<file path="src/rtl/servo_switch_sequencer_pkg.sv">
// Shared types and constants for the servo switch sequencer and its PWM source.
package servo_switch_sequencer_pkg;

  typedef enum logic [2:0] {
    IDLE   = 3'd0,
    ARM    = 3'd1,
    PRESS  = 3'd2,
    RETURN = 3'd3,
    FAULT  = 3'd4
  } seq_state_t;

  // Index into pwm_in: which wave is forwarded to the servo
  localparam logic SEL_REST = 1'b0;
  localparam logic SEL_FLIP = 1'b1;

  // Frame length of the upstream PWM generator in clock cycles (20 ms at 50 kHz)
  localparam int FRAME_CYCLES = 1000;

  function automatic int max_int(input int a, input int b);
    return (a > b) ? a : b;
  endfunction

endpackage

</file>
<file path="src/rtl/servo_switch_sequencer_req_debouncer.sv">
// Level debouncer for the synchronised request: the output follows the input
// only after the input has disagreed with it for CYCLES consecutive samples.
module req_debouncer
  import servo_switch_sequencer_pkg::*;
#(
  parameter int CYCLES = 1000
) (
  input  logic clk,
  input  logic rst_n,
  input  logic din,
  output logic dout
);

  localparam int CW = $clog2(CYCLES + 1);

  logic [CW-1:0] cnt;

  // Count consecutive disagreeing samples; any agreeing sample restarts the count
  always_ff @(posedge clk or negedge rst_n) begin
    if (!rst_n) begin
      cnt  <= '0;
      dout <= 1'b0;
    end else if (din == dout) begin
      cnt <= '0;
    end else if (cnt == CW'(CYCLES - 1)) begin
      dout <= din;
      cnt  <= '0;
    end else begin
      cnt <= cnt + 1'b1;
    end
  end

endmodule

</file>
<file path="src/rtl/servo_switch_sequencer.sv">
// Servo switch sequencer: forwards one of two 50 Hz PWM waves to the servo pin,
// switching only at frame boundaries, and runs a flip/return sequence on request.
// Optional request debouncing is enabled by defining SERVO_DEBOUNCE_EN.
module servo_switch_sequencer
  import servo_switch_sequencer_pkg::*;
#(
  parameter int PRESS_FRAMES    = 25,
  parameter int RETURN_FRAMES   = 25,
  parameter int DEBOUNCE_CYCLES = 1000,
  parameter int FRAME_TIMEOUT   = 2047
) (
  input  logic       clk,
  input  logic       rst_n,
  input  logic [1:0] pwm_in,
  input  logic       req,
  output logic       servo_out,
  output logic       busy,
  output logic       done,
  output logic       fault
);

  localparam int FW = $clog2(max_int(PRESS_FRAMES, RETURN_FRAMES) + 1);
  localparam int WW = $clog2(FRAME_TIMEOUT + 1);

  if (PRESS_FRAMES < 1 || RETURN_FRAMES < 1 || DEBOUNCE_CYCLES < 1 || FRAME_TIMEOUT < 2) begin : g_param_check
    $error("servo_switch_sequencer: parameter out of range");
  end

  logic [1:0]    pwm_meta, pwm_sync;
  logic [1:0]    sync_vld;
  logic          pwm0_prev;
  logic          req_meta, req_sync;
  logic          req_level, req_prev, req_rise;
  logic          frame_start;
  logic [WW-1:0] wdog_cnt;
  logic          wdog_expired;
  seq_state_t    state, state_next;
  logic          sel, sel_next;
  logic [FW-1:0] fcnt, fcnt_next;
  logic          fwd_en;

  // Two-flop synchronisers; the edge-detect history is held high until the
  // chain carries real samples so a reset released mid-pulse is not a frame start
  always_ff @(posedge clk or negedge rst_n) begin
    if (!rst_n) begin
      pwm_meta  <= 2'b00;
      pwm_sync  <= 2'b00;
      req_meta  <= 1'b0;
      req_sync  <= 1'b0;
      sync_vld  <= 2'b00;
      pwm0_prev <= 1'b1;
    end else begin
      pwm_meta  <= pwm_in;
      pwm_sync  <= pwm_meta;
      req_meta  <= req;
      req_sync  <= req_meta;
      sync_vld  <= {sync_vld[0], 1'b1};
      pwm0_prev <= sync_vld[1] ? pwm_sync[0] : 1'b1;
    end
  end

  assign frame_start = pwm_sync[0] & ~pwm0_prev;

`ifdef SERVO_DEBOUNCE_EN
  req_debouncer #(
    .CYCLES(DEBOUNCE_CYCLES)
  ) u_req_debouncer (
    .clk  (clk),
    .rst_n(rst_n),
    .din  (req_sync),
    .dout (req_level)
  );
`else
  assign req_level = req_sync;
`endif

  assign req_rise = req_level & ~req_prev;

  // Frame watchdog: cleared by each frame start, saturates at the timeout value
  always_ff @(posedge clk or negedge rst_n) begin
    if (!rst_n) begin
      wdog_cnt <= '0;
    end else if (frame_start) begin
      wdog_cnt <= '0;
    end else if (!wdog_expired) begin
      wdog_cnt <= wdog_cnt + 1'b1;
    end
  end

  assign wdog_expired = (wdog_cnt == WW'(FRAME_TIMEOUT));

  // Sequencer next-state logic; watchdog expiry overrides every other transition
  always_comb begin
    state_next = state;
    sel_next   = sel;
    fcnt_next  = fcnt;
    done       = 1'b0;
    if (wdog_expired) begin
      state_next = FAULT;
      sel_next   = SEL_REST;
    end else begin
      case (state)
        IDLE: begin
          if (req_rise) state_next = ARM;
        end
        ARM: begin
          if (frame_start) begin
            sel_next   = SEL_FLIP;
            fcnt_next  = FW'(1);
            state_next = PRESS;
          end
        end
        PRESS: begin
          if (frame_start) begin
            if (fcnt == FW'(PRESS_FRAMES)) begin
              sel_next   = SEL_REST;
              fcnt_next  = FW'(1);
              state_next = RETURN;
            end else begin
              fcnt_next = fcnt + 1'b1;
            end
          end
        end
        RETURN: begin
          if (frame_start) begin
            if (fcnt == FW'(RETURN_FRAMES)) begin
              fcnt_next  = '0;
              done       = 1'b1;
              state_next = IDLE;
            end else begin
              fcnt_next = fcnt + 1'b1;
            end
          end
        end
        FAULT: begin
          sel_next = SEL_REST;
        end
        default: begin
          state_next = IDLE;
          sel_next   = SEL_REST;
          fcnt_next  = '0;
        end
      endcase
    end
  end

  // State, wave select and output register; the pin stays low until the first
  // whole frame after reset and is forced low as soon as the fault is taken
  always_ff @(posedge clk or negedge rst_n) begin
    if (!rst_n) begin
      state     <= IDLE;
      sel       <= SEL_REST;
      fcnt      <= '0;
      req_prev  <= 1'b0;
      fwd_en    <= 1'b0;
      servo_out <= 1'b0;
    end else begin
      state     <= state_next;
      sel       <= sel_next;
      fcnt      <= fcnt_next;
      req_prev  <= req_level;
      if (frame_start) fwd_en <= 1'b1;
      servo_out <= (state_next != FAULT) && (fwd_en || frame_start) && pwm_sync[sel];
    end
  end

  assign busy  = ((state == ARM) || (state == PRESS) || (state == RETURN)) && !done;
  assign fault = (state == FAULT);

endmodule

</file>
<file path="config.mk">
export PLATFORM = sky130hd
export DESIGN_NAME = servo_switch_sequencer
export DESIGN_NICKNAME = d
export VERILOG_FILES = /design/src/rtl/servo_switch_sequencer_pkg.sv /design/src/rtl/servo_switch_sequencer_req_debouncer.sv /design/src/rtl/servo_switch_sequencer.sv
export SDC_FILE = /design/constraint.sdc
export NUM_CORES = 1
export LEC_CHECK = 0
export CORE_AREA = 2 2 55 57
export CTS_CLUSTER_DIAMETER = 80
export DETAILED_ROUTE_END_ITERATION = 8
export DIE_AREA = 0 0 57 59
export PLACE_DENSITY_LB_ADDON = 0.08
export SLEW_MARGIN = 40
export SYNTH_ARGS = -nofsm -noshare
export SYNTH_HDL_FRONTEND = slang
export SYNTH_SLANG_ARGS = --single-unit
</file>
<file path="constraint.sdc">
create_clock -name clk -period 2.15 [get_ports clk]
set_input_delay 0.5375 -clock clk [delete_from_list [all_inputs] [get_ports clk]]
set_output_delay 0.5375 -clock clk [all_outputs]
set_load 0.005 [all_outputs]
</file>
=== Word level (Yosys, flattened, before mapping) ===
Cells that the tools add are included.

* Add/sub/neg operators: 2
* Magnitude comparators: 1
* Equality and inequality tests: 15
* Mux-type cells: 28
* Bitwise operators: 6
* Reductions and logical operators: 12

{| class="wikitable"
|+ Operators with widths
! cell !! number
|-
| 2-to-1 mux 5 bit || 5
|-
| 2-to-1 mux 11 bit || 2
|-
| 2-to-1 mux 3 bit || 7
|-
| one-hot mux 5 bit (4 select lines) || 1
|-
| one-hot mux 3 bit (5 select lines) || 1
|-
| != test 3 bit (second input constant) || 4
|-
| adder 11 x 1 -> 11 bit (second input constant) || 1
|-
| == test 11 bit (second input constant) || 1
|-
| 2-to-1 mux 1 bit || 11
|-
| != test 2 bit (second input constant) || 4
|-
| == test 3 x 2 -> 1 bit (second input constant) || 2
|-
| adder 5 x 1 -> 5 bit (second input constant) || 1
|-
| == test 5 bit (second input constant) || 1
|-
| AND reduction 5 bit || 1
|-
| NOT 1 bit || 4
|-
| AND reduction 4 bit || 1
|-
| OR reduction 2 bit || 2
|-
| == test 3 x 1 -> 1 bit (second input constant) || 1
|-
| == test 3 bit (second input constant) || 1
|-
| logical AND 1 bit || 3
|-
| logical NOT 3 bit || 1
|-
| logical OR 1 bit || 3
|-
| one-hot mux 1 bit (3 select lines) || 1
|-
| bitwise AND 1 bit || 2
|-
| other kinds (3) || 3
|}

* Flip-flop bits (word level): 32
* Output and inout port bits: 4

=== Longest topological paths before layout ===
* Depth in word-level cells: 8
* Depth in mapped cells: 7
* Depth with buffers taken out: 6

=== Least setup slack after synthesis ===
OpenSTA, ideal clock, no wires.

* Kind: register -> output
* Start point: register wdog_cnt[0]
* End point: output port busy
* Data arrival time: 1.366 ns
* Slack: 0.247 ns
* Cell stages (with the launch flop): 6
* Cell sequence: dfrtp_1 ha_1 nand3_1 or3_4 buf_6 a211oi_2

* Longest elaborated chain between the ends: 4

{| class="wikitable"
|+ Ends and longest elaborated chain
! element !! RTL line !! RTL
|-
| start, declared || servo_switch_sequencer.sv:35 || <nowiki>logic [WW-1:0] wdog_cnt;</nowiki>
|-
| start signal, assigned || servo_switch_sequencer.sv:86 || <nowiki>wdog_cnt <= wdog_cnt + 1'b1;</nowiki>
|-
| == test 11 bit || servo_switch_sequencer.sv:90 || <nowiki>assign wdog_expired = (wdog_cnt == WW'(FRAME_TIMEOUT));</nowiki>
|-
| 2-to-1 mux 1 bit || servo_switch_sequencer.sv:98 || <nowiki>if (wdog_expired) begin</nowiki>
|-
| logical NOT 1 bit || servo_switch_sequencer.sv:167 || <nowiki>assign busy = ((state == ARM) || (state == PRESS) || (state == RETURN)) && !done;</nowiki>
|-
| logical AND 1 bit || servo_switch_sequencer.sv:167 ||
|-
| end, declared || servo_switch_sequencer.sv:17 || <nowiki>output logic busy,</nowiki>
|}

No other way between the ends.

=== Final worst setup path ===
* Start point: register wdog_cnt[1]
* End point: output port busy

The elaborated chain is that of the path after synthesis.

==> reports/results.ini <==
[layout]
antenna_cells = 0
final_util_pct = 72.85
area_growth_pct = 29.77
finalInstanceArea_mm2 = 0.001974
final_nets = 196
drive_gt1_share_pct = 35.45

[synth]
synth_warnings = 0
synthArstFlopShare_pct = 100.0
netlist_area_mm2 = 0.001521
synthDistinctLibCells = 51
syn-num-nets = 153
seq_area_frac_synth_pct = 52.71
ys_ff_latch = 32
synth.avg_cell_area_um2 = 10.49
postSynthCellCount = 145
synth_edf_count = 0
ys.flop_type = dfrtp_1

[sta]
grt_setup_unrepaired = true
min_period_ns = 2.210
maxSlewViolCount = 0
fin_worst_skew_ns = 0.01376
max_clock_freq_mhz = 452.4
min_period_over_period_pct = 102.8
hold_viol = 0
setup_viol = 2
finalWorstSetupSlack_ns = -0.06027

[power_and_ir_drop]
vdd_drop_max_uv = 908.0
power.leakage_nw = 0.8892
power_density_mw_per_mm2 = 1030

[worst_setup_path]
rrSetupSlack_ns = 0.28
worstPathArrival_ns = 1.67
rr_endpoint = fcnt[1]
crit_fanout = 2
start_kind = flop
cp-end-kind = primary output
reg2reg_from = wdog_cnt[1]
worstSetupPathType = flop to primary output
required_ns = 1.61
r2r.worst_path.cells = 9

[min_path]
hp-start = sync_vld[0]
whs_endpoint = sync_vld[1]
hold_class = flop to flop
hold_depth = 0

[die]
rows = 19
start_util_pct = 56.14
die_h_um = 59
dieArea_mm2 = 0.003363
die_w_um = 57
ios = 9
core_mm2 = 0.002710

[placed_design]
place_hpwl_um = 2231
place_ws_ns = -0.1221
place_congestion = 0.8665
port_buffers = 8
postPlaceCellArea_mm2 = 0.001788

[drt]
vias_per_cell = 5.914
route.vias.total = 1301
wl_met3_um = 119
drc_errors = 0
top_layer_used = met4
routed_wl_um = 3364
postRouteAntennaNets = 0
firstDrtPassIters = 4
drt-initial-drc-count = 62
wl_met2_um = 1721
wl_per_cell_um = 15.29
wl_met1_um = 1451

[global_routing]
grt_antenna_before_repair = 0
grt_first_pass_wirelength_um = 5837
grt_max_degree = 33
grt_usage_pct = 23.07
grt_overflow = 0
grt_pass1_vias = 1327

[clocking]
numCtsBuffers = 5
cts.sinks = 32
clk_pin_slew_ns = 0.09
clockRootBuffer = clkbuf_4
clk_latency_ns = 0.34
htree_levels = 2
clk_path_buf_depth = 2
cts_tree = done

[run_status]
violations = setup timing
outcome = finished with violations

[job]
cap_violations = 0

## layout make-up
class                           count  area [um2]
Sequential cell                    32       805.8
Fill cell                         199       735.7
Clock buffer                        6       41.29
Multi-Input combinational cell    103       705.7
Clock inverter                      2       35.03
Timing Repair Buffer               44       340.3
Tap cell                           31       38.79
Inverter                            2       7.507
## kinds of logic after synthesis
family | Yosys count | share of synthesized area [%]
and+or+nand+nor | 65 | 24.51
DFF | 32 | 52.71
AOI/OAI and AO/OA | 30 | 13.65
buffers and inverters | 10 | 3.618
adders and majority gates | 3 | 2.467
xor gates and xnor gates | 2 | 1.152
muxes | 2 | 1.644
other | 1 | 0.2465
## worst max-delay path: stages (launching register included)
cell and delay, ns:
dfrtp_1 0.37, ha_2 0.20, nand3_2 0.08, or3_4 0.34, a211oi_2 0.21, buf_2 0.15
## sequential cells by signal, summed over array words and instances, names as in the netlist
signal / count
fcnt: 5
fwd_en: 1
pwm0_prev: 1
pwm_meta: 2
pwm_sync: 2
req_level: 1
req_meta: 1
req_prev: 1
sel: 1
servo_out: 1
state: 3
sync_vld: 2
wdog_cnt: 11
## routing by layer
layer / track usage, % / vias to the layer above
li1: - / 618
met1: 28.14 / 652
met2: 36.29 / 25
met3: 7.424 / 6
met4: 13.29 / 0
met5: 0 / -
## Yosys cell counts (all sizes together) (2+ instances only)
library cell	n	area share (%)
a21oi	7	2.5
dfrtp	31	51
nor3	6	2.3
o21ai	7	2.3
nor2	14	3.5
a32oi	2	1.2
nand2	8	2.0
or3	3	1.6
nor3b	2	0.99
inv	2	0.49
a31oi	2	0.82
and3	5	2.1
nor4	5	2.5
o31ai	2	0.99
a211oi	2	1.3
nand3	10	3.6
buf	7	2.9
ha	3	2.5
nand2b	5	2.1
## cells in the final DEF (no fill, tap or decap), drive strengths merged, types with 2 or more instances in the layout
master and n:
nor4 5, dfrtp 31, nand3 10, o31ai 2, and3 5, a211oi 2, inv 2, or3 3
clkdlybuf4s50 6, nor3 6, nor3b 2, ha 3, nand2 8, nand2b 5, a21oi 7, a32oi 2
o21ai 7, nor2 14, a31oi 2, clkbuf 7, buf 37
## timing repair
| action | 4_1_cts | 5_1_grt |
|---|---|---|
| hold buffers | 0 | 0 |
| gates cloned | 0 | 0 |
| endpoints found under the setup margin | 3 | 3 |
| pin swaps | 1 | 6 |
| buffers inserted | 4 | 6 |
| resized for setup | 14 | 6 |
## worst max-delay path by stage
stage | from | endpoint | slack, ns | depth (start not counted)
global placement | fcnt[0] | busy | -0.03 | 6
detailed placement | fcnt[0] | busy | -0.12 | 6
floorplan | wdog_cnt[0] | busy | 0.25 | 5
finish | wdog_cnt[1] | busy | -0.06 | 5
global route | fcnt[1] | busy | -0.14 | 7
CTS | wdog_cnt[1] | busy | -0.10 | 5
## per-stage QoR
step,cells,TNS [ns],total power [mW],hold slack (ns)
after floorplan,145,0,1.194,0.2419
final,220,-0.07076,2.034,0.3547
after detailed placement,202,-0.1221,1.460,0.3371
after global placement,202,-0.03420,1.432,0.3322
after global routing,220,-0.2376,2.180,0.3623
after CTS,214,-0.1922,1.973,0.3581
## power by group
part           total [mW]  switching [mW]  internal, mW
clock               0.451           0.207         0.244
sequential          0.798          0.0847         0.713
combinational       0.786           0.382         0.404
Note: power is estimated with default switching activity, not from simulation.
